--- config.mk ---
export PLATFORM = sky130hd
export DESIGN_NAME = arbiter_match_ctrl
export DESIGN_NICKNAME = d
export VERILOG_FILES = /design/src/rtl/arbiter_match_ctrl_pkg.sv /design/src/rtl/button_sync_edge.sv /design/src/rtl/arbiter_match_ctrl.sv
export SDC_FILE = /design/constraint.sdc
export NUM_CORES = 1
export LEC_CHECK = 0
export ABC_AREA = 0
export BUFFER_PORTS_ARGS = -buffer_cell sky130_fd_sc_hd__buf_2
export CAP_MARGIN = 20
export CORE_UTILIZATION = 58
export CTS_CLUSTER_SIZE = 16
export DETAILED_ROUTE_END_ITERATION = 10
export PLACE_DENSITY = 0.87
export SYNTH_ARGS = -nofsm -noshare
export SYNTH_HDL_FRONTEND = slang
export SYNTH_SLANG_ARGS = --single-unit
--- constraint.sdc ---
create_clock -name clk -period 2.3 [get_ports clk]
set_input_delay 0.575 -clock clk [delete_from_list [all_inputs] [get_ports clk]]
set_output_delay 0.575 -clock clk [all_outputs]
set_load 0.02 [all_outputs]
--- src/rtl/arbiter_match_ctrl_pkg.sv ---
// Shared definitions for the match controller: FSM states, player IDs and foul bit positions.
package arbiter_match_ctrl_pkg;

    typedef enum logic [2:0] {
        StArm,
        StCount,
        StRace,
        StShow,
        StCheck,
        StMatchEnd
    } state_e;

    localparam logic P1 = 1'b0;
    localparam logic P2 = 1'b1;

    localparam logic [1:0] FoulP1 = 2'b01;
    localparam logic [1:0] FoulP2 = 2'b10;

    // Grant vector is {gnt2, gnt1}.
    function automatic logic [1:0] gnt_of(input logic player);
        return (player == P2) ? 2'b10 : 2'b01;
    endfunction

endpackage

--- src/rtl/button_sync_edge.sv ---
// Multi-flop synchronizer for an asynchronous button, with a registered rising-edge pulse.
module button_sync_edge #(
    parameter int unsigned SYNC_STAGES = 2
) (
    input  logic clk,
    input  logic rst_in_n,
    input  logic i_req,
    output logic o_level,
    output logic o_press
);

    logic [SYNC_STAGES-1:0] r_sync;
    logic                   r_prev;
    logic                   r_press;

    always_ff @(posedge clk or negedge rst_in_n) begin
        if (!rst_in_n) begin
            r_sync  <= '0;
            r_prev  <= 1'b0;
            r_press <= 1'b0;
        end else begin
            r_sync  <= {r_sync[SYNC_STAGES-2:0], i_req};
            r_prev  <= r_sync[SYNC_STAGES-1];
            r_press <= r_sync[SYNC_STAGES-1] & ~r_prev;
        end
    end

    assign o_level = r_sync[SYNC_STAGES-1];
    assign o_press = r_press;

endmodule

--- src/rtl/arbiter_match_ctrl.sv ---
// Multi-round match controller: sequences countdown/winner blocks, arbitrates presses,
// flags false starts, keeps scores and declares a champion.
module arbiter_match_ctrl
    import arbiter_match_ctrl_pkg::*;
#(
    parameter int unsigned WIN_SCORE    = 3,
    parameter int unsigned SCORE_W      = 3,
    parameter int unsigned RACE_TIMEOUT = 4000,
    parameter int unsigned SYNC_STAGES  = 2
) (
    input  logic               clk,
    input  logic               rst_in_n,
    input  logic               req1,
    input  logic               req2,
    input  logic               cd_done,
    input  logic               w_done,
    output logic               gnt1_out,
    output logic               gnt2_out,
    output logic               cd_rst_out,
    output logic               w_rst_out,
    output logic               leds_rst_out,
    output logic               leds_sel_out,
    output logic [1:0]         foul_out,
    output logic [SCORE_W-1:0] score1_out,
    output logic [SCORE_W-1:0] score2_out,
    output logic               match_over_out
);

    localparam int unsigned        TimerW      = $clog2(RACE_TIMEOUT);
    localparam logic [TimerW-1:0]  TimeoutLast = TimerW'(RACE_TIMEOUT - 1);
    localparam logic [SCORE_W-1:0] WinVal      = SCORE_W'(WIN_SCORE);

    logic w_lvl1, w_press1, w_lvl2, w_press2;
    logic w_win_valid, w_winner;

    state_e             r_state;
    logic [TimerW-1:0]  r_timer;
    logic               r_ptr;
    logic [SCORE_W-1:0] r_score1, r_score2;
    logic [1:0]         r_gnt, r_foul;
    logic               r_cd_rst, r_w_rst, r_leds_rst, r_leds_sel, r_match_over;

    button_sync_edge #(.SYNC_STAGES(SYNC_STAGES)) u_sync1 (
        .clk      (clk),
        .rst_in_n (rst_in_n),
        .i_req    (req1),
        .o_level  (w_lvl1),
        .o_press  (w_press1)
    );

    button_sync_edge #(.SYNC_STAGES(SYNC_STAGES)) u_sync2 (
        .clk      (clk),
        .rst_in_n (rst_in_n),
        .i_req    (req2),
        .o_level  (w_lvl2),
        .o_press  (w_press2)
    );

    // Round decision: a lone press in COUNT is a foul that hands the point to the opponent.
    always_comb begin
        w_win_valid = 1'b0;
        w_winner    = P1;
        if (r_state == StCount) begin
            if (!cd_done && (w_press1 ^ w_press2)) begin
                w_win_valid = 1'b1;
                w_winner    = w_press1 ? P2 : P1;
            end
        end else if (r_state == StRace) begin
            if (w_press1 && w_press2) begin
                w_win_valid = 1'b1;
                w_winner    = r_ptr;
            end else if (w_press1 || w_press2) begin
                w_win_valid = 1'b1;
                w_winner    = w_press2 ? P2 : P1;
            end
        end
    end

    always_ff @(posedge clk or negedge rst_in_n) begin
        if (!rst_in_n) begin
            r_state      <= StArm;
            r_timer      <= '0;
            r_ptr        <= P1;
            r_score1     <= '0;
            r_score2     <= '0;
            r_gnt        <= 2'b00;
            r_foul       <= 2'b00;
            r_cd_rst     <= 1'b1;
            r_w_rst      <= 1'b1;
            r_leds_rst   <= 1'b1;
            r_leds_sel   <= 1'b0;
            r_match_over <= 1'b0;
        end else if (w_win_valid) begin
            r_state    <= StShow;
            r_gnt      <= gnt_of(w_winner);
            r_cd_rst   <= 1'b1;
            r_w_rst    <= 1'b0;
            r_leds_sel <= 1'b1;
            if (w_winner == P1 && r_score1 < WinVal) r_score1 <= r_score1 + 1'b1;
            if (w_winner == P2 && r_score2 < WinVal) r_score2 <= r_score2 + 1'b1;
            if (r_state == StCount) r_foul <= w_press1 ? FoulP1 : FoulP2;
            if (r_state == StRace && w_press1 && w_press2) r_ptr <= ~r_ptr;
        end else begin
            unique case (r_state)
                StArm: if (!w_lvl1 && !w_lvl2) begin
                    r_state    <= StCount;
                    r_cd_rst   <= 1'b0;
                    r_leds_rst <= 1'b0;
                    r_leds_sel <= 1'b0;
                end
                StCount: if (cd_done) begin
                    r_state <= StRace;
                    r_timer <= '0;
                end else if (w_press1 && w_press2) begin
                    r_state    <= StArm;
                    r_cd_rst   <= 1'b1;
                    r_leds_rst <= 1'b1;
                end
                StRace: if (r_timer == TimeoutLast) begin
                    r_state    <= StArm;
                    r_cd_rst   <= 1'b1;
                    r_leds_rst <= 1'b1;
                end else begin
                    r_timer <= r_timer + 1'b1;
                end
                StShow: if (w_done) begin
                    r_state <= StCheck;
                    r_gnt   <= 2'b00;
                    r_foul  <= 2'b00;
                    r_w_rst <= 1'b1;
                end
                StCheck: begin
                    r_leds_rst <= 1'b1;
                    if (r_score1 == WinVal || r_score2 == WinVal) begin
                        r_state      <= StMatchEnd;
                        r_match_over <= 1'b1;
                        r_gnt        <= gnt_of((r_score2 == WinVal) ? P2 : P1);
                    end else begin
                        r_state <= StArm;
                    end
                end
                StMatchEnd: if (w_lvl1 && w_lvl2) begin
                    r_state      <= StArm;
                    r_score1     <= '0;
                    r_score2     <= '0;
                    r_ptr        <= P1;
                    r_match_over <= 1'b0;
                    r_gnt        <= 2'b00;
                end
                default: r_state <= StArm;
            endcase
        end
    end

    assign gnt1_out       = r_gnt[0];
    assign gnt2_out       = r_gnt[1];
    assign cd_rst_out     = r_cd_rst;
    assign w_rst_out      = r_w_rst;
    assign leds_rst_out   = r_leds_rst;
    assign leds_sel_out   = r_leds_sel;
    assign foul_out       = r_foul;
    assign score1_out     = r_score1;
    assign score2_out     = r_score2;
    assign match_over_out = r_match_over;

endmodule

==> results.json <==
{
  "clk_pin_slew_ns": 0.11,
  "nets": 241,
  "tritoncts": "done",
  "post_drt_via_cell_ratio": 5.79,
  "dp_cells": 266,
  "fin_crit_ns": 2.16,
  "tns_ns": 0,
  "yosys.area.top_type_share_pct": 43.7,
  "drt_iter0_drc": 88,
  "overflow": 0,
  "grt_pass1_wl_um": 6200,
  "gp_routability_congestion": 0.884,
  "die_area_um2": 3800,
  "netlist_area_um2": 2060,
  "synth.distinct_cells": 57,
  "peakVddDrop_uv": 655,
  "avgRoutedWirePerCell_um": 14.1,
  "path_max_fanout": 6,
  "antenna_found_initial": 0,
  "clock-sinks": 39,
  "remaining_drc_errors": 0,
  "crit_chain": "inv_1, ha_1, nor3b_1, a31oi_1, nor2_2, or4b_1, mux2i_1",
  "grt_usage_pct": 22.7,
  "syn_inst": 206,
  "avgSynthCellArea_um2": 10.0,
  "final_cells": 274,
  "synthTopCellsByArea": "dfrtp_1 44%, ha_1 4.9%, nand2_1 4.4%",
  "worstPathRequired_ns": 2.54,
  "grt_pass1_vias": 1442,
  "num_io_pins": 21,
  "num_vias": 1586,
  "place.port_buffers": 20,
  "fmax_mhz": 463,
  "cp-end-kind": "flop",
  "h-tree-depth": 2,
  "synth_top_area_cell": "dfrtp_1",
  "drt_wl_total_um": 3850,
  "post_cts_buffers": 0,
  "hold_violations": 0,
  "yosysSeqAreaShare_pct": 47.5,
  "min_period_over_period_pct": 93.8,
  "clock-skew-final_ns": 0.00930,
  "final_common_cell": "dfrtp_1",
  "power_density_nw_per_um2": 1140,
  "finalMaxSlewViolations": 0,
  "antennaDiodeCount": 0,
  "cp.arrival_ns": 2.40,
  "p_leak_nw": 1.07,
  "synth_edf_count": 0,
  "worst_pin_slew_ns": 0.842,
  "first_pass_iters": 4,
  "setup_violations": 0,
  "clock_path_buffers": 2,
  "fin_util_pct": 66.6,
  "ctsResizeCount": 0,
  "cp_top_family": "simple AND/OR/NAND/NOR gates",
  "ys_warn_count": 0,
  "hpwl_um": 2770,
  "synthesis.nets": 220,
  "die_y_um": 61.6,
  "rows": 21,
  "drive_above_1_share_pct": 17.5,
  "postCtsHoldBufs": 0,
  "ys_ff_latch": 39,
  "ys_async_sr_fraction_pct": 100,
  "area_growth_pct": 8.68,
  "grt_max_degree": 40,
  "hold_class": "input pin to async pin",
  "critical_path_class": "flop to flop",
  "cts_root_buf": "clkbuf_4",
  "antenna_left": 0,
  "start_util_pct": 61.3,
  "critPathLaunchType": "flop",
  "hold_slack_ns": 0.313,
  "final_cell_mix": "36 x dfrtp_1, 24 x nand2_1, 23 x nor2_1",
  "ys.flop_type": "dfrtp_1",
  "maxCapViolations": 0,
  "worstSkewPairLatency_ns": 0.35,
  "crit_buf_inv": 1,
  "power_w": 0.00256,
  "cts_inserted_buffers": 5,
  "max_stage_delay_ns": 0.49,
  "crit_slowest_cell": "or4b_1",
  "die_width_um": 61.6,
  "status": "finished clean",
  "core_um2": 3360,
  "slew_headroom_pct": 43.9,
  "rsz0062_at_grt": "false"
}
## metrics by stage
step           instance area [um2]  worst slack (ns)
3_5_place_dp                  2190             0.217
6_report                      2240             0.142
4_1_cts                       2240             0.203
5_1_grt                       2240            0.0394
3_3_place_gp                  2190             0.274
2_1_floorplan                 2060             0.393
## report_power, final
| part | switching, W | internal [W] | total, W |
|---|---|---|---|
| sequential | 0.000215 | 0.000898 | 0.00111 |
| clock | 0.000217 | 0.000119 | 0.000336 |
| combinational | 0.000654 | 0.000461 | 0.00111 |
## worst paths after layout
kind	startpoint	endpoint	slack (ns)	cells after the start
setup / recovery	u_sync1.o_press	r_ptr	0.14	7
hold / removal	rst_in_n	r_timer[8]	0.31	1
setup reg to reg	u_sync1.o_press	r_ptr	0.14	7
hold reg to reg	u_sync2.r_sync[0]	u_sync2.r_sync[1]	0.36	0
max in group asynchronous	rst_in_n	u_sync2.o_press	1.45	1
min in group clk	req2	u_sync2.r_sync[0]	0.33	1
## area by class of cell
class	count	area [um2]
sequential	39	980
inverter	9	33.8
multi-input combinational	150	1000
clock inverter	1	5.00
tap	46	57.6
timing repair buffer	22	115
fill	293	1120
clock buffer	7	45.0
## metal layers
metal	up-vias	global-route usage [%]	wire length, um
li1	772	-	-
met1	777	27.6	1740
met2	31	37.6	1920
met3	6	6.51	134
met4	0	9.52	57
met5	-	0	0
## cell families after synthesis
| kind of cell | after synthesis | share of synthesized area [%] |
|---|---|---|
| adders and majority gates | 8 | 4.86 |
| and+or+nand+nor | 90 | 25.4 |
| DFF | 39 | 47.5 |
| muxes | 7 | 3.46 |
| AOI/OAI and AO/OA | 40 | 12.9 |
| xor gates and xnor gates | 5 | 2.12 |
| buffers and inverters | 17 | 3.76 |
## cell usage after synthesis (3+ instances only)
cell       n
nor4b_1    3
and3_1     3
o21ai_0   10
dfrtp_1   36
ha_1       8
mux2i_1    6
nand2b_1   5
clkbuf_1   3
xnor2_1    4
nor2_1    23
inv_1      9
nor2b_1    3
dfstp_2    3
or3_1      3
nand2_1   24
nor3_1     3
nor3b_1    3
a21oi_1   10
## sequential cells by signal, indices dropped and copies added, names as in the netlist
signal,count
u_sync2.o_press,1
foul_out,2
leds_rst_out,1
u_sync1.r_prev,1
r_timer,12
score2_out,3
leds_sel_out,1
cd_rst_out,1
u_sync1.o_press,1
u_sync1.r_sync,2
u_sync2.r_prev,1
u_sync2.r_sync,2
r_gnt,2
r_state,3
match_over_out,1
w_rst_out,1
r_ptr,1
score1_out,3
Power figures use the tool's default switching activity.
